--- src/rtl/plb_dac_streamer.sv ---
// Sample FIFO plus rate-divided, channel-interleaved replay to a parallel DAC.
// Optional DAC_UNDERRUN_HOLD_EN: underruns repeat each channel's last output instead of midscale.
module plb_dac_streamer #(
    parameter int C_DATA_WIDTH = 10,
    parameter int C_NUM_CH     = 2,
    parameter int C_FIFO_DEPTH = 16,
    parameter int C_DIV_WIDTH  = 16
) (
    input  logic                                            Bus2IP_Clk,
    input  logic                                            Bus2IP_Reset,
    input  logic                                            wr_valid,
    input  logic [C_DATA_WIDTH-1:0]                         wr_data,
    output logic                                            wr_ready,
    input  logic                                            ctl_enable,
    input  logic [C_DIV_WIDTH-1:0]                          ctl_rate_div,
    input  logic                                            ctl_offset_bin,
    input  logic                                            ctl_pwrdn_req,
    input  logic                                            underrun_clr,
    output logic [$clog2(C_FIFO_DEPTH):0]                   fifo_level,
    output logic [15:0]                                     underrun_cnt,
    output logic                                            busy,
    output logic [C_DATA_WIDTH-1:0]                         S_Data,
    output logic                                            S_DCLKIO,
    output logic [((C_NUM_CH > 1) ? $clog2(C_NUM_CH) : 1)-1:0] S_Sel,
    output logic                                            S_PWRDN
);
    localparam int AW = $clog2(C_FIFO_DEPTH);
    localparam int LW = AW + 1;
    localparam int SW = (C_NUM_CH > 1) ? $clog2(C_NUM_CH) : 1;
    localparam logic [C_DATA_WIDTH-1:0] MSB_MASK = C_DATA_WIDTH'(1'b1) << (C_DATA_WIDTH - 1);

    typedef enum logic [2:0] {
        ST_IDLE  = 3'd0,
        ST_PRIME = 3'd1,
        ST_RUN   = 3'd2,
        ST_DRAIN = 3'd3,
        ST_PWRDN = 3'd4
    } state_t;

    function automatic logic [C_DATA_WIDTH-1:0] to_dac_fmt(input logic [C_DATA_WIDTH-1:0] s,
                                                          input logic offset_bin);
        return offset_bin ? (s ^ MSB_MASK) : s;
    endfunction

    logic [C_DATA_WIDTH-1:0] mem_r [C_FIFO_DEPTH];
    logic [AW-1:0]           wr_ptr_r;
    logic [AW-1:0]           rd_ptr_r;
    logic [LW-1:0]           level_r;
    logic [LW-1:0]           level_nxt_s;
    logic                    ready_r;
    state_t                  state_r;
    logic [C_DIV_WIDTH-1:0]  div_r;
    logic [C_DIV_WIDTH-1:0]  cnt_r;
    logic [C_DIV_WIDTH-1:0]  cnt_nxt_s;
    logic [C_DIV_WIDTH-1:0]  half_s;
    logic [C_DIV_WIDTH-1:0]  rate_nz_s;
    logic [SW-1:0]           ch_r;
    logic [SW-1:0]           ch_nxt_s;
    logic [15:0]             urun_r;
    logic [C_DATA_WIDTH-1:0] data_r;
    logic [SW-1:0]           sel_r;
    logic                    dclk_r;
    logic                    busy_r;
    logic                    pwrdn_r;
    logic                    push_s;
    logic                    pop_s;
    logic                    tick_s;
    logic                    empty_s;
    logic                    underrun_s;
    logic                    last_ch_s;
    logic [C_DATA_WIDTH-1:0] fmt_s;
    logic [C_DATA_WIDTH-1:0] mid_s;
    logic [C_DATA_WIDTH-1:0] fill_s;
    logic [C_DATA_WIDTH-1:0] out_s;

    assign push_s      = wr_valid & ready_r;
    assign empty_s     = (level_r == {LW{1'b0}});
    assign tick_s      = ((state_r == ST_RUN) || (state_r == ST_DRAIN)) && (cnt_r == {C_DIV_WIDTH{1'b0}});
    assign pop_s       = tick_s & ~empty_s;
    assign underrun_s  = tick_s & empty_s;
    assign last_ch_s   = (ch_r == SW'(C_NUM_CH - 1));
    assign ch_nxt_s    = last_ch_s ? {SW{1'b0}} : (ch_r + SW'(1'b1));
    assign cnt_nxt_s   = tick_s ? div_r : (cnt_r - C_DIV_WIDTH'(1'b1));
    assign half_s      = div_r >> 1'b1;
    assign rate_nz_s   = (ctl_rate_div == {C_DIV_WIDTH{1'b0}}) ? C_DIV_WIDTH'(1'b1) : ctl_rate_div;
    assign fmt_s       = to_dac_fmt(mem_r[rd_ptr_r], ctl_offset_bin);
    assign mid_s       = ctl_offset_bin ? MSB_MASK : {C_DATA_WIDTH{1'b0}};
    assign out_s       = pop_s ? fmt_s : fill_s;

`ifdef DAC_UNDERRUN_HOLD_EN
    logic [C_DATA_WIDTH-1:0] hold_r [C_NUM_CH];
    logic [C_NUM_CH-1:0]     hold_vld_r;

    assign fill_s = hold_vld_r[ch_r] ? hold_r[ch_r] : mid_s;

    // Per-channel record of the last real sample driven, for underrun repeat
    always_ff @(posedge Bus2IP_Clk) begin
        if (Bus2IP_Reset) begin
            for (int i = 0; i < C_NUM_CH; i++) begin
                hold_r[i] <= {C_DATA_WIDTH{1'b0}};
            end
            hold_vld_r <= {C_NUM_CH{1'b0}};
        end else if (pop_s) begin
            hold_r[ch_r]     <= fmt_s;
            hold_vld_r[ch_r] <= 1'b1;
        end
    end
`else
    assign fill_s = mid_s;
`endif

    // Next FIFO occupancy; a same-cycle push and pop cancel
    always_comb begin
        level_nxt_s = level_r;
        case ({push_s, pop_s})
            2'b10:   level_nxt_s = level_r + LW'(1'b1);
            2'b01:   level_nxt_s = level_r - LW'(1'b1);
            default: level_nxt_s = level_r;
        endcase
    end

    // Sample storage; contents are don't-care outside the occupied window
    always_ff @(posedge Bus2IP_Clk) begin
        if (push_s) begin
            mem_r[wr_ptr_r] <= wr_data;
        end
    end

    // FIFO pointers, level and a ready flag derived from the next level
    always_ff @(posedge Bus2IP_Clk) begin
        if (Bus2IP_Reset) begin
            wr_ptr_r <= {AW{1'b0}};
            rd_ptr_r <= {AW{1'b0}};
            level_r  <= {LW{1'b0}};
            ready_r  <= 1'b0;
        end else begin
            if (push_s) begin
                wr_ptr_r <= wr_ptr_r + AW'(1'b1);
            end
            if (pop_s) begin
                rd_ptr_r <= rd_ptr_r + AW'(1'b1);
            end
            level_r <= level_nxt_s;
            ready_r <= (level_nxt_s != LW'(C_FIFO_DEPTH));
        end
    end

    // Saturating underrun counter; clear wins over a same-cycle increment
    always_ff @(posedge Bus2IP_Clk) begin
        if (Bus2IP_Reset) begin
            urun_r <= 16'h0000;
        end else if (underrun_clr) begin
            urun_r <= 16'h0000;
        end else if (underrun_s && (urun_r != 16'hFFFF)) begin
            urun_r <= urun_r + 16'h0001;
        end
    end

    // Streaming FSM with divider, channel counter and registered DAC pins
    always_ff @(posedge Bus2IP_Clk) begin
        if (Bus2IP_Reset) begin
            state_r <= ST_IDLE;
            div_r   <= {C_DIV_WIDTH{1'b0}};
            cnt_r   <= {C_DIV_WIDTH{1'b0}};
            ch_r    <= {SW{1'b0}};
            data_r  <= {C_DATA_WIDTH{1'b0}};
            sel_r   <= {SW{1'b0}};
            dclk_r  <= 1'b0;
            busy_r  <= 1'b0;
            pwrdn_r <= 1'b0;
        end else begin
            if (tick_s) begin
                data_r <= out_s;
                sel_r  <= ch_r;
                ch_r   <= ch_nxt_s;
            end
            case (state_r)
                ST_IDLE: begin
                    dclk_r <= 1'b0;
                    if (ctl_enable) begin
                        state_r <= ST_PRIME;
                        busy_r  <= 1'b1;
                    end else if (ctl_pwrdn_req) begin
                        state_r <= ST_PWRDN;
                        pwrdn_r <= 1'b1;
                    end
                end
                ST_PRIME: begin
                    if (!ctl_enable) begin
                        state_r <= ST_IDLE;
                        busy_r  <= 1'b0;
                    end else if (level_r >= LW'(C_NUM_CH)) begin
                        div_r   <= rate_nz_s;
                        cnt_r   <= rate_nz_s;
                        ch_r    <= {SW{1'b0}};
                        state_r <= ST_RUN;
                    end
                end
                ST_RUN: begin
                    // Clock output tracks the count so its rising edge lands mid-period
                    cnt_r  <= cnt_nxt_s;
                    dclk_r <= (cnt_nxt_s <= half_s);
                    if (!ctl_enable) begin
                        state_r <= ST_DRAIN;
                    end
                end
                ST_DRAIN: begin
                    cnt_r <= cnt_nxt_s;
                    if (tick_s && last_ch_s) begin
                        state_r <= ST_IDLE;
                        busy_r  <= 1'b0;
                        dclk_r  <= 1'b0;
                    end else begin
                        dclk_r <= (cnt_nxt_s <= half_s);
                    end
                end
                ST_PWRDN: begin
                    dclk_r <= 1'b0;
                    if (!ctl_pwrdn_req) begin
                        state_r <= ST_IDLE;
                        pwrdn_r <= 1'b0;
                    end
                end
                default: begin
                    state_r <= ST_IDLE;
                    busy_r  <= 1'b0;
                    dclk_r  <= 1'b0;
                    pwrdn_r <= 1'b0;
                end
            endcase
        end
    end

    assign wr_ready     = ready_r;
    assign fifo_level   = level_r;
    assign underrun_cnt = urun_r;
    assign busy         = busy_r;
    assign S_Data       = data_r;
    assign S_DCLKIO     = dclk_r;
    assign S_Sel        = sel_r;
    assign S_PWRDN      = pwrdn_r;

endmodule

--- config.mk ---
export PLATFORM = sky130hd
export DESIGN_NAME = plb_dac_streamer
export DESIGN_NICKNAME = d
export VERILOG_FILES = /design/src/rtl/plb_dac_streamer.sv
export SDC_FILE = /design/constraint.sdc
export NUM_CORES = 1
export LEC_CHECK = 0
export CAP_MARGIN = 15
export CORE_MARGIN = 5
export CORE_UTILIZATION = 45
export DETAILED_ROUTE_END_ITERATION = 7
export GPL_ROUTABILITY_DRIVEN = 0
export SYNTH_ARGS = -nofsm -noshare
export SYNTH_HDL_FRONTEND = slang
export SYNTH_SLANG_ARGS = --single-unit
--- constraint.sdc ---
create_clock -name Bus2IP_Clk -period 3.95 [get_ports Bus2IP_Clk]
set_input_delay 0.395 -clock Bus2IP_Clk [delete_from_list [all_inputs] [get_ports Bus2IP_Clk]]
set_output_delay 0.395 -clock Bus2IP_Clk [all_outputs]
set_load 0.01 [all_outputs]
; After elaboration in Yosys (flattened, before gate mapping)
; Memories as Yosys holds them, arrays and structs flattened. A register that Yosys moved wholly into a read port is not among the register bits.
; Cells that the tools add are included.
; W data, S select, Z words.
[classes]
add_sub_neg = 7
n_reduce_logical = 18
n_eq_ne = 19
n_bitwise = 7
magnitude_cmp = 2
n_mux = 36
[op_table]
columns = cell, n
row1 = $mux W16, 4
row2 = $logic_not A16 Y1, 2
row3 = $pmux W16 S2, 1
row4 = $mux W10, 3
row5 = $mux W3, 7
row6 = $add A16 B1 Y16 const B, 1
row7 = $le A16 B15 Y1, 1
row8 = $ne A16 B16 Y1 const B, 1
row9 = $ne A2 B2 Y1 const B, 8
row10 = $sub A16 B1 Y16 const B, 1
row11 = $pmux W3 S5, 1
row12 = $mux W1, 14
row13 = $pmux W5 S2, 1
row14 = $add A4 B1 Y4 const B, 2
row15 = $mux W4, 2
row16 = $reduce_and A4 Y1, 2
row17 = $eq A3 B2 Y1 const B, 2
row18 = $ne A3 B3 Y1 const B, 2
row19 = $pmux W1 S3, 2
row20 = $reduce_and A3 Y1, 2
row21 = $reduce_or A2 Y1, 3
row22 = $add A5 B1 Y5 const B, 1
row23 = $ge A5 B2 Y1 const B, 1
row24 = $logic_not A5 Y1, 1
row25 = 17 further kinds, 24
[totals]
ramBits = 160
register_bits = 80
output_inout_bits = 36
memories = 1
[mem_list]
columns = memory, words, word_bits, rd, rd_ports_with_merged_regs, wr, line
row1 = mem_r, 16, 10, 1, 1, 1, 45  ; logic [C_DATA_WIDTH-1:0] mem_r [C_FIFO_DEPTH];

; Logic depth before layout (Yosys ltp)
; Gate-level depths: netlist of the first run.
[logic_depth]
word_depth = 7
depth_mapped = 15
ltp_nobuf = 14

; Worst setup path before layout of the first run
; Ideal clock, no wire load.
[synth_timing]
path_type = reg2reg
from = reg cnt_r[7]
to = reg level_r[4], in the netlist fifo_level[4]
path_buffers = 1
slack_ns = 0.658
period_less_slack_ns = 3.292
setup_time_ns = 0.115
t_required_ns = 3.835
path_stages_with_launch = 15
arrival_time_ns = 3.177
path_cell_list = dfxtp_1 or4_1 nor4_1 nand4_1 clkbuf_1 nor2_1 ha_1 inv_1 fa_1 nor2b_1 o21ai_0 nand3_1 or3b_2 xnor2_1 and2_1
[synth_between]
elab_chain_len = 5
word_cells_on_any_way = 6
[synth_rtl]
columns = item, line
row1 = "start, declared", 53  ; logic [C_DIV_WIDTH-1:0] cnt_r;
row2 = "start signal, assigned", 164  ; cnt_r <= {C_DIV_WIDTH{1'b0}};
row3 = "start signal, assigned", 194  ; cnt_r <= rate_nz_s;
row4 = "start signal, assigned", 201  ; cnt_r <= cnt_nxt_s;
row5 = $logic_not A16 Y1 (*), 78  ; assign tick_s = ((state_r == ST_RUN) || (state_r == ST_DRAIN)) && (cnt_r == {C_DIV_WIDTH{1'b0}});
row6 = $logic_and A1 B1 Y1 (*), 78
row7 = $and A1 B1 Y1 (*), 79  ; assign pop_s = tick_s & ~empty_s;
row8 = named net pop_s, 66  ; logic pop_s;
row9 = $eq A2 B1 Y1 / $eq A2 B2 Y1 (equally long branches), 115  ; case ({push_s, pop_s})
row10 = $pmux W5 S2 (*), 115
row11 = "end signal, assigned", 134  ; level_r <= {LW{1'b0}};
row12 = "end signal, assigned", 143  ; level_r <= level_nxt_s;
row13 = "end, declared", 48  ; logic [LW-1:0] level_r;
; Mark *: on every way through the listed nets, which the timed path passes. The rest lies on a longest branch.
; A chain may end at the register's enable or synchronous reset.

; Worst setup path after layout of the first run
[layout_timing]
from = reg cnt_r[7]
to = reg ready_r, in the netlist wr_ready
[layout_between]
elab_chain_len = 6
word_cells_on_any_way = 7
[layout_rtl]
columns = item, line
row1 = $logic_not A16 Y1 (*), 78
row2 = $logic_and A1 B1 Y1 (*), 78
row3 = $and A1 B1 Y1 (*), 79
row4 = named net pop_s, 66
row5 = $eq A2 B1 Y1 / $eq A2 B2 Y1 (equally long branches), 115
row6 = $pmux W5 S2 (*), 115
row7 = $ne A5 B5 Y1 (*), 144  ; ready_r <= (level_nxt_s != LW'(C_FIFO_DEPTH));
row8 = "end signal, assigned", 144
row9 = "end, declared", 50  ; logic ready_r;
; Marked as above.

==> summary.md, run 1 <==
| Metric | Value |
|---|---|
| CTS Hold Bufs | `0` |
| Asr flop ratio synth | `0%` |
| CP cell instances | `or4_1 > nor4_1 > nand4_1 > nor2_1 > ha_1 > inv_1 > fa_1 > nor2b_1 > o21ai_0 > nand3_1 > or3b_2 > xnor2_1 > a31oi_1` |
| Fraction of layout cells with a size suffix above 1 | `15.1%` |
| Post-Route WL | `24.3 mm` |
| Crit path launch type | `flop` |
| Critical path's largest stage delay | `0.57 ns` |
| Die Height | `163 um` |
| Commonest non-fill, non-tap cell in the layout | `edfxtp_1` |
| Syn Nets | `between 800 and 900` |
| Post-DP HPWL | `roughly 16 mm` |
| Number of CTS-inserted buffers | `26` |
| Core area | `about 23000 sq um` |
| Row count | `56` |
| Largest net degree at the start of global routing | `45` |
| Max Clock Skew | `0.0208 ns` |
| Worst slew margin | `38.5%` |
| Distinct cells, synth | `58` |
| Delay-heaviest family, CP | `simple AND/OR/NAND/NOR gates` |
| Standby leakage power | `4.35 nW` |
| # clock sinks | `244` |
| Worst slew pin tran | `0.923 ns` |
| Syn_area_per_cell | `13.3 sq um` |
| Final Core Density | `54.1%` |
| Req. time, crit path | `roughly 4.3 ns` |
| Post-synth EDFFs | `160` |
| Worst Path Buf+Inv | `1` |
| Vias in the first global route | `approximately 6900` |
| Most frequent cells in the layout | `edfxtp_1 (160), dfxtp_1 (83), nand2_1 (71), nor2_1 (67), clkdlybuf4s50_1 (67)` |
| Overflow after GRT | `0` |
| Chip Width | `~160 um` |
| CTS clk-pin slew, worst paths | `0.06 ns` |
| Area growth from synthesis to layout | `19.3%` |
| Drt wl/cell | `around 20 um` |
| # fillers | `approximately 1900` |
| Clk_lat worst skew | `0.54 ns` |
| Fin area | `12600 sq um` |
| Cell count after synthesis | `798` |
| Post-Syn Area | `about 11000 sq um` |
| Reg power frac | `49.5%` |
| CTS tree | `yes` |
| Antenna cells | `0` |
| Predominant post-synthesis flop cell | `edfxtp_1` |
| Final Setup Violations | `0` |
| Max_cap viols | `0` |
| Sequential fraction of the synthesis area | `61.3%` |
| Clk network pwr share | `45.4%` |
| Crit-path slowest cell | `or4_1` |
| Pwr/cell area | `about 440 nW/um^2` |
| Ports | `between 60 and 70` |
| Sw Ratio | `a little over a fifth` |
| CTS HTree Levels | `1` |
| Root buf cell | `clkbuf_16` |
| Arr. time, crit path | `slightly below 4 ns` |
| Final hold vios | `0` |
| TNS Setup | `0 ns` |
| Drt first pass iters | `5` |
| WHS | `0.453 ns` |
| Status | `complete, no violations` |
| DIE AREA | `26700 sq um` |
| Non-Filler Instances | `about 1200` |
| Fin. max-slew vios | `0` |
| Yosys Warn Count | `0` |
| First-pass GRT wire length | `38.4 mm` |
| Tcrit/Tclk final | `89.5%` |
| Worst vdd ir | `0.379 mV` |
| Dpl cells | `1169` |
| Logic pwr share | `5.1%` |
| Port-buffer cells | `68` |
| Int Power | `4.37 mW` |
| Tmin final | `3.54 ns` |
| Vias | `6737` |
| CP Capture Type | `flop` |
| Gr usage total | `between 10% and 20%` |
| Synth Register Bits | `244` |
| RSZ-0062 raised after global routing | `no` |
| Resize count post-CTS | `0` |
| Final #Nets | `940` |
| Post-DRT Antenna Nets | `0` |
| HP Class | `reg2reg` |
| Post-CTS Setup Bufs | `0` |
| Crit Path Class | `reg2reg` |
| Initial core utilization | `45.4%` |
| Via density | `about 5.5` |
| DRC violations left | `0` |
| Max FO, Critical Path | `7` |
| P_sw | `between 1 and 1.5 mW` |
| Placed inst area | `approximately 12000 sq um` |
| Highest clock rate | `0.283 GHz` |
| Number of DRC markers in iteration 0 | `521` |
| CTS max path bufs | `3` |
| Initial antenna violation count | `0` |
==> cell usage after synthesis (15+ instances only) <==
library cell,instances,area [sq um]
nor2_1,67,251
a21oi_1,48,240
mux4_2,49,1100
o211a_1,15,150
xor2_1,16,140
clkbuf_1,32,120
nand2_1,71,267
inv_1,29,109
edfxtp_1,160,4800
ha_1,28,350
nand3_1,28,140
dfxtp_1,84,1680
o21ai_0,20,100
==> power by group through the flow <==
stage                     registers, mW  logic, mW  clock network (mW)
after floorplan                    2.80      0.171                   0
after global placement             2.81      0.273                   0
after detailed placement           2.81      0.280                   0
after CTS                          2.75      0.282                2.58
after global routing               2.76      0.312                2.69
final                              2.75      0.281                2.52
==> layout make-up <==
cell class,count,area [sq um],share of cell area [%]
Clock buffer,34,731,5.79
Clock inverter,13,181,1.44
Inverter,30,113,0.892
Multi-Input combinational cell,481,3800,30.2
Sequential cell,244,6490,51.4
Tap cell,319,399,3.16
Timing Repair Buffer,95,903,7.16
==> layer usage <==
layer / track usage (%) / share of wire [%] / vias up / routed length (um)
met4: 5.15 / 2.4 / 0 / 595
li1: - / - / 3178 / -
met5: 0 / 0 / - / 0
met1: 24.2 / 43 / 3338 / 10500
met3: 2.93 / 5.2 / 39 / 1260
met2: 31.7 / 49 / 182 / 12000
==> cell families (layout without fill, tap and decap cells) <==
kind of cell	after synthesis	in the layout	synth area share [%]
and+or+nand+nor	250	250	11.7
DFF	244	244	61.3
xor gates and xnor gates	30	30	2.48
buffers and inverters	73	172	2.74
muxes	52	52	10.7
adders and majority gates	29	29	3.50
AOI/OAI and AO/OA	120	120	7.53
==> worst reg2reg max path, delay by kind of cell, from the launching register on <==
| kind | cells | cell delay, ns |
|---|---|---|
| buffers and inverters | 1 | 0.10 |
| and+or+nand+nor | 7 | 1.88 |
| adders and majority gates | 2 | 0.63 |
| DFF | 1 | 0.36 |
| xor gates and xnor gates | 1 | 0.19 |
| AOI/OAI and AO/OA | 2 | 0.21 |
==> sequential cells by signal, summed over array words and instances, names as in the netlist, named ones only <==
register	cells
wr_ptr_r	4
underrun_cnt	16
fifo_level	5
state_r	3
wr_ready	1
cnt_r	16
S_DCLKIO	1
S_Sel	1
S_PWRDN	1
ch_r	1
rd_ptr_r	4
busy	1
div_r	16
mem_r	160
S_Data	10
==> through the flow <==
step / setup slack [ns] / power (mW)
2_1_floorplan: 0.658 / 2.97
3_3_place_gp: 0.491 / 3.08
3_5_place_dp: 0.417 / 3.09
4_1_cts: 0.408 / 5.61
5_1_grt: 0.172 / 5.76
6_report: 0.414 / 5.56
==> worst paths after layout <==
check,end,start,slack [ns],depth (start not counted)
max,wr_ready,cnt_r[7],0.41,13
min,div_r[3],div_r[3],0.45,2
max reg2reg,wr_ready,cnt_r[7],0.41,13
min reg2reg,div_r[3],div_r[3],0.45,2
Note: power is estimated with default switching activity, not from simulation.
==> run 2, diff against run 1 <==
Settings changed: DONT_BUFFER_PORTS from default to 1.
==> run 2 against run 1 <==
Wire length up 1.1%. Count of clock-buffer cells in the layout grew 7. Non-clock buffer count shrank 64.
==> summary.md, run 2 (synthesis gave the netlist of run 1 again) <==
| Metric | Value |
|---|---|
| Status | `complete, no violations` |
| Metal2 WL | `12.1 mm` |
| Final hold vios | `0` |
| Crit Path Class | `reg2reg` |
| Pwr/cell area | `453 nW/um^2` |
| DR WL met3 | `1.65 mm` |
| Pre-CTS setup slack | `0.414 ns` |
| RSZ-0062 raised after global routing | `no` |
| R2r worst-path depth | `13` |
| DIE AREA | `~27000 sq um` |
| Fin. max-slew vios | `0` |
| Initial antenna violation count | `0` |
| Via density | `~5.8` |
| Largest reg by FF count | `mem_r` |
| Initial core utilization | `approximately 45%` |
| Ports | `69` |
| Crit path launch type | `flop` |
| Worst slew margin | `31.4%` |
| Wire length on met1 | `10.2 mm` |
| CP Capture Type | `flop` |
| CTS HTree Levels | `1` |
| Number of flip-flops in the largest register | `between 150 and 200` |
| CTS tree | `yes` |
| Antenna cells | `0` |
| Beginning of the worst hold path | `ctl_rate_div[10]` |
| Worst Hold End | `div_r[10]` |
| CTS max path bufs | `3` |
| CTS clk-pin slew, worst paths | `0.06 ns` |
| Vias | `6656` |
| Overflow after GRT | `0` |
| Tcrit/Tclk final | `~90%` |
| Gr usage total | `18.4%` |
| Final Setup Violations | `0` |
| DRC violations left | `0` |
| Post-DP HPWL | `16.0 mm` |
| Final #Nets | `876` |
| Tmin final | `3.53 ns` |
| Worst vdd ir | `0.376 mV` |
| Post-DRT Antenna Nets | `0` |
| Die Height | `163 um` |
| Standby leakage power | `between 4 and 5 nW` |
| Max layer used | `met4` |
| R2R Setup Slk | `0.42 ns` |
| Worst slew pin tran | `1.02 ns` |
| Max FO, Critical Path | `7` |
| Arr. time, crit path | `3.94 ns` |
| Area growth from synthesis to layout | `13.3%` |
| Drt wl/cell | `between 20 and 25 um` |
| HP Class | `in2reg` |
| Post-Route WL | `24.6 mm` |
| Reg-to-Reg End | `fifo_level[4]` |
| Placed inst area | `11000 sq um` |
| Max_cap viols | `0` |
| Req. time, crit path | `roughly 4.4 ns` |
| Number of CTS-inserted buffers | `26` |
| Post-CTS Setup Bufs | `0` |
| Row count | `56` |
| Port-buffer cells | `0` |
| Fin area | `12000 sq um` |
| First-pass GRT wire length | `38.1 mm` |
| Highest clock rate | `around 0.28 GHz` |
| Total Power | `5.44 mW` |
| Cells on Worst Hold Path | `2` |
| Vias in the first global route | `6727` |
| TNS Setup | `0 ns` |
| Root buf cell | `clkbuf_16` |
| Core area | `23300 sq um` |
| Chip Width | `~160 um` |
| Most frequent cells in the layout | `edfxtp_1 (160), dfxtp_1 (82), nand2_1 (71), nor2_1 (61), mux4_2 (49)` |
| Clk_lat worst skew | `approximately 0.53 ns` |
| Setup ws final | `0.417 ns` |
| # clock sinks | `~240` |
| Number of DRC markers in iteration 0 | `576` |
| Fraction of layout cells with a size suffix above 1 | `15.7%` |
| Final Core Density | `51.4%` |
| Max Clock Skew | `between 0.015 and 0.02 ns` |
| Drt first pass iters | `5` |
| Commonest non-fill, non-tap cell in the layout | `edfxtp_1` |
| Largest net degree at the start of global routing | `39` |
| R2R Path Start | `cnt_r[7]` |
-- run 2: cell types whose count changed in the layout (fill, tap and decap cells not counted), sizes merged, moves of 2 or more --
| cell | change |
|---|---|
| clkdlybuf4s50 | -67 |
| dlygate4sd3 | +11 |
| buf | -8 |
| clkbuf | +7 |
| clkinvlp | -5 |
| bufinv | -2 |
| clkinv | +2 |
-- run 2: power breakdown --
part	switching, mW	internal [mW]
clock network	0.973	1.46
logic	0.148	0.0975
registers	0.0221	2.74
-- run 2: worst max-delay path by stage --
stage / start / endpoint / slack (ns) / depth (start not counted)
global placement: cnt_r[7] / fifo_level[4] / 0.51 / 13
CTS: cnt_r[7] / fifo_level[4] / 0.41 / 13
global route: cnt_r[7] / wr_ready / 0.16 / 13
finish: cnt_r[7] / fifo_level[4] / 0.42 / 13
floorplan: cnt_r[7] / fifo_level[4] / 0.66 / 14
detailed placement: cnt_r[7] / fifo_level[4] / 0.41 / 13
-- run 2: cell type report --
| cell class | count | area [sq um] |
|---|---|---|
| Clock buffer | 41 | 798 |
| Clock inverter | 7 | 88.8 |
| Fill cell | 1970 | 11300 |
| Inverter | 30 | 113 |
| Multi-Input combinational cell | 481 | 3820 |
| Sequential cell | 244 | 6490 |
| Tap cell | 319 | 399 |
| Timing Repair Buffer | 31 | 285 |
-- run 2: critical path, stage by stage (launching register included) --
cell and delay [ns]:
dfxtp_1 0.36, or4_1 0.57, nor4_1 0.22, nand4_1 0.22
nor2_1 0.16, ha_1 0.24, inv_1 0.11, fa_1 0.40
nor2b_1 0.12, o21ai_0 0.11, nand3_1 0.11, or3b_2 0.46
xnor2_1 0.15, and2_1 0.17
-- run 2: repair_timing --
action,in CTS,in global routing
resized for setup,0,0
endpoints found under the hold margin,201,0
hold buffers,12,0
-- run 2: per-layer routing --
| layer | global-route usage [%] | vias up |
|---|---|---|
| li1 | - | 3052 |
| met1 | 24.2 | 3340 |
| met3 | 3.76 | 45 |
| met5 | 0 | - |
| met2 | 31.0 | 219 |
| met4 | 5.53 | 0 |
-- run 2: per-stage QoR --
| stage | hold WS [ns] | std cells |
|---|---|---|
| 2_1_floorplan | 0.436 | 798 |
| 3_3_place_gp | 0.440 | 1093 |
| 3_5_place_dp | 0.444 | 1093 |
| 4_1_cts | 0.00641 | 1153 |
| 5_1_grt | 0.0230 | 1153 |
| 6_report | 0.0313 | 1153 |
